===== src/rtl/if_id_pipe.sv =====
// if_id_pipe: two-entry skid buffer between instruction fetch and decode.
// Ports: clk/rstn (async active-low reset), flush_i (sync flush), hold_i (stall),
//        in_valid_i/in_ready_o/inst_i/inst_addr_i (fetch side),
//        out_valid_o/out_ready_i/inst_o/inst_addr_o (decode side), count_o (entries held).
module if_id_pipe #(
    parameter int              LANES = 2,
    parameter int              IW    = 32,
    parameter int              AW    = 32,
    parameter logic [IW-1:0]   NOP   = IW'(32'h00000001)
) (
    input  logic                clk,
    input  logic                rstn,
    input  logic                flush_i,
    input  logic                hold_i,
    input  logic                in_valid_i,
    output logic                in_ready_o,
    input  logic [LANES*IW-1:0] inst_i,
    input  logic [AW-1:0]       inst_addr_i,
    output logic                out_valid_o,
    input  logic                out_ready_i,
    output logic [LANES*IW-1:0] inst_o,
    output logic [AW-1:0]       inst_addr_o,
    output logic [1:0]          count_o
);
    localparam int DW = LANES * IW;

    logic [1:0]    count_q, count_d;
    logic [DW-1:0] main_inst_q, main_inst_d, skid_inst_q, skid_inst_d;
    logic [AW-1:0] main_addr_q, main_addr_d, skid_addr_q, skid_addr_d;
    logic          accept, fire;

    // Handshakes depend only on state, hold and flush, never on the opposite side's ready.
    assign in_ready_o  = (count_q != 2'd2) && !hold_i && !flush_i;
    assign out_valid_o = (count_q != 2'd0) && !hold_i && !flush_i;
    assign accept      = in_valid_i && in_ready_o;
    assign fire        = out_valid_o && out_ready_i;

    assign inst_o      = (count_q == 2'd0) ? {LANES{NOP}} : main_inst_q;
    assign inst_addr_o = (count_q == 2'd0) ? '0 : main_addr_q;
    assign count_o     = count_q;

    always_comb begin
        count_d     = count_q;
        main_inst_d = main_inst_q;
        main_addr_d = main_addr_q;
        skid_inst_d = skid_inst_q;
        skid_addr_d = skid_addr_q;
        if (flush_i) begin
            count_d = 2'd0;
        end else begin
            case (count_q)
                2'd0: begin
                    if (accept) begin
                        count_d     = 2'd1;
                        main_inst_d = inst_i;
                        main_addr_d = inst_addr_i;
                    end
                end
                2'd1: begin
                    if (accept && fire) begin
                        main_inst_d = inst_i;
                        main_addr_d = inst_addr_i;
                    end else if (accept) begin
                        count_d     = 2'd2;
                        skid_inst_d = inst_i;
                        skid_addr_d = inst_addr_i;
                    end else if (fire) begin
                        count_d = 2'd0;
                    end
                end
                2'd2: begin
                    if (fire) begin
                        count_d     = 2'd1;
                        main_inst_d = skid_inst_q;
                        main_addr_d = skid_addr_q;
                    end
                end
                default: count_d = 2'd0;
            endcase
        end
    end

    always_ff @(posedge clk or negedge rstn) begin
        if (!rstn) begin
            count_q     <= 2'd0;
            main_inst_q <= '0;
            main_addr_q <= '0;
            skid_inst_q <= '0;
            skid_addr_q <= '0;
        end else begin
            count_q     <= count_d;
            main_inst_q <= main_inst_d;
            main_addr_q <= main_addr_d;
            skid_inst_q <= skid_inst_d;
            skid_addr_q <= skid_addr_d;
        end
    end
endmodule

===== config.mk =====
export PLATFORM = sky130hd
export DESIGN_NAME = if_id_pipe
export DESIGN_NICKNAME = d
export VERILOG_FILES = /design/src/rtl/if_id_pipe.sv
export SDC_FILE = /design/constraint.sdc
export NUM_CORES = 1
export LEC_CHECK = 0
export ABC_AREA = 1
export ABC_CLOCK_PERIOD_IN_PS = 2780
export CAP_MARGIN = 10
export CORE_MARGIN = 3
export CORE_UTILIZATION = 56
export CTS_CLUSTER_DIAMETER = 40
export DETAILED_ROUTE_END_ITERATION = 16
export PLACE_DENSITY_LB_ADDON = 0.08
export SLEW_MARGIN = 20
export SYNTH_ARGS = -nofsm -noshare
export SYNTH_HDL_FRONTEND = slang
export SYNTH_SLANG_ARGS = --single-unit

===== constraint.sdc =====
create_clock -name clk -period 2.78 [get_ports clk]
set_clock_uncertainty 0.2 [all_clocks]
set_input_delay 0.695 -clock clk [delete_from_list [all_inputs] [get_ports clk]]
set_output_delay 0.695 -clock clk [all_outputs]
set_load 0.02 [all_outputs]

# Yosys cells after proc, flatten, opt, wreduce, memory -nomap -nowiden

Index checks and enable logic that the tools add are counted.

Logic and storage cells: 49
Register bits after elaboration: 194
Input port bits: 102

Muxes and demuxes: 17
Bitwise operators: 2
Equality and inequality tests: 10
Reduce and logical (&&, ||, !) cells: 15

Operator list:

| operator             | count |
|---|---|
| $mux W64             | 4 |
| $pmux W64 S3         | 1 |
| $mux W32             | 4 |
| $pmux W32 S3         | 1 |
| $mux W2              | 6 |
| $ne A3 B3 Y1 const B | 3 |
| $ne A2 B2 Y1 const B | 4 |
| $reduce_and A4 Y1    | 2 |
| $logic_and A1 B1 Y1  | 7 |
| $pmux W2 S3          | 1 |
| $reduce_and A5 Y1    | 1 |
| $ne A4 B4 Y1 const B | 1 |
| $reduce_bool A3 Y1   | 1 |
| $eq A2 B1 Y1 const B | 1 |
| $eq A2 B2 Y1 const B | 1 |
| $logic_not A1 Y1     | 2 |
| $logic_not A2 Y1     | 1 |
| $not A1 Y1           | 2 |
| $reduce_bool A2 Y1   | 1 |

# Logic depth before layout (Yosys ltp)

Word-level depth: 9
Depth in mapped cells: 10

# Worst setup path after synthesis

Ideal clock, no wire load.

Path kind: register -> output
Start: register count_q[0] (netlist: count_o[0])
End: output inst_addr_o[10]
Cell stages (with the launch flop): 7
Slack: 0.437 ns
Arrival: 1.448 ns
Data required time: 1.885 ns
Path buffers: 2
Cell sequence: dfrtp_1 > inv_2 > nand2_1 > inv_2 > clkbuf_1 > buf_1 > nor2_1

Word-level cells in the longest chain between the ends: 2

Ends and longest elaborated chain:

| what                     | line | RTL |
|---|---|---|
| start: declaration       | 27   | `logic [1:0] count_q, count_d;` |
| start signal: assignment | 91   | `count_q <= count_d;` |
| $logic_not A2 Y1         | 39   | `assign inst_addr_o = (count_q == 2'd0) ? '0 : main_addr_q;` |
| $mux W32                 | 39   |  |
| end: declaration         | 22   | `output logic [AW-1:0] inst_addr_o,` |

Every way passes these cells.

# Worst setup path in the final report

Start: input hold_i
End: output in_ready_o

Word-level cells in the longest chain between the ends: 3

Ends and longest elaborated chain:

| what                              | line | RTL |
|---|---|---|
| start: declaration                | 14   | `input logic hold_i,` |
| $logic_not A1 Y1                  | 33   | `assign in_ready_o = (count_q != 2'd2) && !hold_i && !flush_i;` |
| $logic_and A1 B1 Y1 (2 in series) | 33   |  |
| end: declaration                  | 16   | `output logic in_ready_o,` |

Every way passes these cells.

==> flow_summary.ini <==
[clocking]
cts_hold_repair.buffers = 0
cts.reportedPaths.clkPinSlew_ps = 80
cts-root-to-sink-buffers = 2
cts_tree = yes
worstSkewPairLatency_ps = 430
h-tree-depth = 4
clk_root_buffer_cell = sky130_fd_sc_hd__clkbuf_16
cts_num_sinks = 194
tritoncts.num_buffers = 17

[yosys]
seq_area_frac_synth = 0.507
synth_cell_types = 20
synth_top_area_share = 0.507
syn_area_um2 = 9570
yosys_warnings = 0
ys_top_cells_by_area = sky130_fd_sc_hd__dfrtp_1, sky130_fd_sc_hd__nand2_1, sky130_fd_sc_hd__inv_1
netlist.top_cell.by_area = sky130_fd_sc_hd__dfrtp_1
ys_seq_elements = 194
postSynthNetCount = 1382
post_synth.cell_area_avg_um2 = 7.47
number_of_instances_in_the_synthesized_netlist = 1280

[final_layout]
area_growth_syn_to_layout_pct = 31.1
nFillCells = 1282
layout.cells.most_common_list = sky130_fd_sc_hd__nand2_1, sky130_fd_sc_hd__dfrtp_1, sky130_fd_sc_hd__inv_1
regArea_um2 = 4850
footprint_of_the_multi_input_gates_um2 = 3560
layout.cells.non_filler = 1682
nets = 1550
final_common_cell = sky130_fd_sc_hd__nand2_1
layout-drive-gt1-share = 0.0616

[timing]
postLayoutSetupSlackWorst_ps = 77.9
timing_max_transition_violations_final = 0
timing.hold.ws_ps = -6.65
rsz_0062_raised_after_global_routing = no
max_freq_mhz = 370
final_hold_viol_count = 5
fin_crit_sh = 0.972
min_period_ps = 2700
relative_slew_slack = 0.689
timing_worst_slew_pin_value_ps = 465
setup_viol = 0

[global_route]
antenna_found_initial = 1
via_count_of_the_first_global_routing_pass = 7927
grt_util_all_layers = 0.264
grt_max_degree = 195
grt_remaining_overflow = 0
wire_length_of_the_first_global_routing_pass_um = 39100

[worst_setup_path]
cp_slowest_stage_delay_ps = 450
worst-endpoint-arrival_ps = 1810
startpoint_type = input pin
crit_path_max_fanout = 4
type_of_element_capturing_the_critical_path = output pin
timing_worst_setup_path_type = in2out
timing.critical_path.slowest_stage_cell = sky130_fd_sc_hd__clkdlybuf4s50_1
cp_data_required_time_ps = 1880
crit_chain = clkdlybuf4s50_1 > nor2_4 > inv_2 > nor2_2 > dlygate4sd2_1

[place]
preCtsSetupSlack_ps = -399
placedCellCount = 1646
buffer_ports.inserted = 201
routabilityCongestion = 0.807
hpwl_um = 15400

[drt]
drt-pass1-iter-count = 9
drt_iter0_markers = 800
avgViaCountPerCell = 5.20
drt-wirelength-per-cell_um = 14.8
routed-via-count = 8750
antenna_violating_nets_post_route = 0
drc_markers = 0
drt-total-wl_um = 24900

[floorplan]
start_util = 0.575
floorplan.die_area_um2 = 18700
std_cell_rows = 47
die_w_um = 137
boundaryPins = 202
core_um2 = 16600
fp.dieH_um = 137

[power]
worst_voltage_drop_across_the_vdd_grid_mv = 0.531
power_density_nw_per_um2 = 893
cellLeakagePower_nw = 6.70

[status]
status = finished with violations
failing_checks = negative hold slack

[worst_hold_path]
timing.hold.worst.class = in2async

[job]
max_cap_viol_count = 0
[per-layer routing]
metal	up-vias	part of all wire	GRT usage
met5	-	0	0
met4	0	0.021	0.0907
met3	38	0.068	0.0529
met2	265	0.50	0.439
met1	4103	0.42	0.348
li1	4344	-	-
[worst max-delay path: cells and delay by family]
kind	cells	cell delay, ps
buffers and inverters	3	850
AND/OR/NAND/NOR	2	250
[Yosys cell counts]
library cell,number
sky130_fd_sc_hd__nand2_1,398
sky130_fd_sc_hd__dfrtp_1,194
sky130_fd_sc_hd__inv_1,192
sky130_fd_sc_hd__nor2_1,99
sky130_fd_sc_hd__nand4_1,97
sky130_fd_sc_hd__o21ai_1,97
sky130_fd_sc_hd__o21ai_0,95
sky130_fd_sc_hd__clkbuf_1,40
sky130_fd_sc_hd__buf_2,31
sky130_fd_sc_hd__buf_4,13
sky130_fd_sc_hd__inv_2,5
sky130_fd_sc_hd__buf_1,4
sky130_fd_sc_hd__buf_6,4
sky130_fd_sc_hd__nand3_1,3
sky130_fd_sc_hd__nor2_2,2
sky130_fd_sc_hd__or2_2,2
sky130_fd_sc_hd__a21oi_1,1
sky130_fd_sc_hd__a21oi_2,1
sky130_fd_sc_hd__nand3_2,1
sky130_fd_sc_hd__nand4_2,1
[metrics by stage]
stage	setup TNS (ps)	total power, mW	hold slack, ps	instance area, um2	util
after floorplan	0	7.33	199	9570	-
after global placement	-986	8.85	250	12000	0.721
after detailed placement	-2500	9.01	256	12000	0.721
after CTS	0	11.2	4.25	12500	0.752
after global routing	0	12.0	7.86	12500	0.754
final	0	11.2	-6.65	12500	0.754
[cell families after synthesis]
| logic type | Yosys count | synth area share |
|---|---|---|
| compound gates | 194 | 0.102 |
| buf+inv | 289 | 0.126 |
| flops | 194 | 0.507 |
| simple gates | 603 | 0.265 |
[state kept, by name, summed over array words and instances (netlist names)]
name         cells
skid_addr_q     32
main_addr_q     32
main_inst_q     64
skid_inst_q     64
count_o          2
[what timing repair did]
action | CTS | global route
resized for setup | 108 | 5
endpoints found under the hold margin | 0 | 0
cloned | 1 | 1
setup endpoints to repair | 98 | 39
pin swaps | 0 | 0
buffers inserted | 1 | 0
[final cells by class]
class / count / share of cell area
tap: 220 / 0.0219
clock inverter: 12 / 0.00978
sequential: 194 / 0.387
inverter: 197 / 0.0594
multi-input combinational: 797 / 0.284
antenna: 1 / 0.000200
timing repair buffer: 241 / 0.202
clock buffer: 20 / 0.0356
[power breakdown]
part,total (mW),switching (mW),internal [mW],leakage (nW)
clock network,2.39,1.11,1.28,0.274
registers,4.82,0.582,4.23,2.31
logic,3.99,2.44,1.54,4.12
total,11.2,4.14,7.06,6.70
[worst paths after layout]
kind	startpoint	to	slack (ps)	depth (start not counted)
setup / recovery	hold_i	in_ready_o	80	5
hold / removal	rstn	skid_addr_q[26]	-7	1
setup reg to reg	count_o[1]	main_inst_q[60]	430	9
hold reg to reg	main_inst_q[1]	main_inst_q[1]	270	2
max in group asynchronous	rstn	main_inst_q[20]	1650	2
min in group clk	main_inst_q[1]	main_inst_q[1]	270	2
Power figures use the tool's default switching activity.
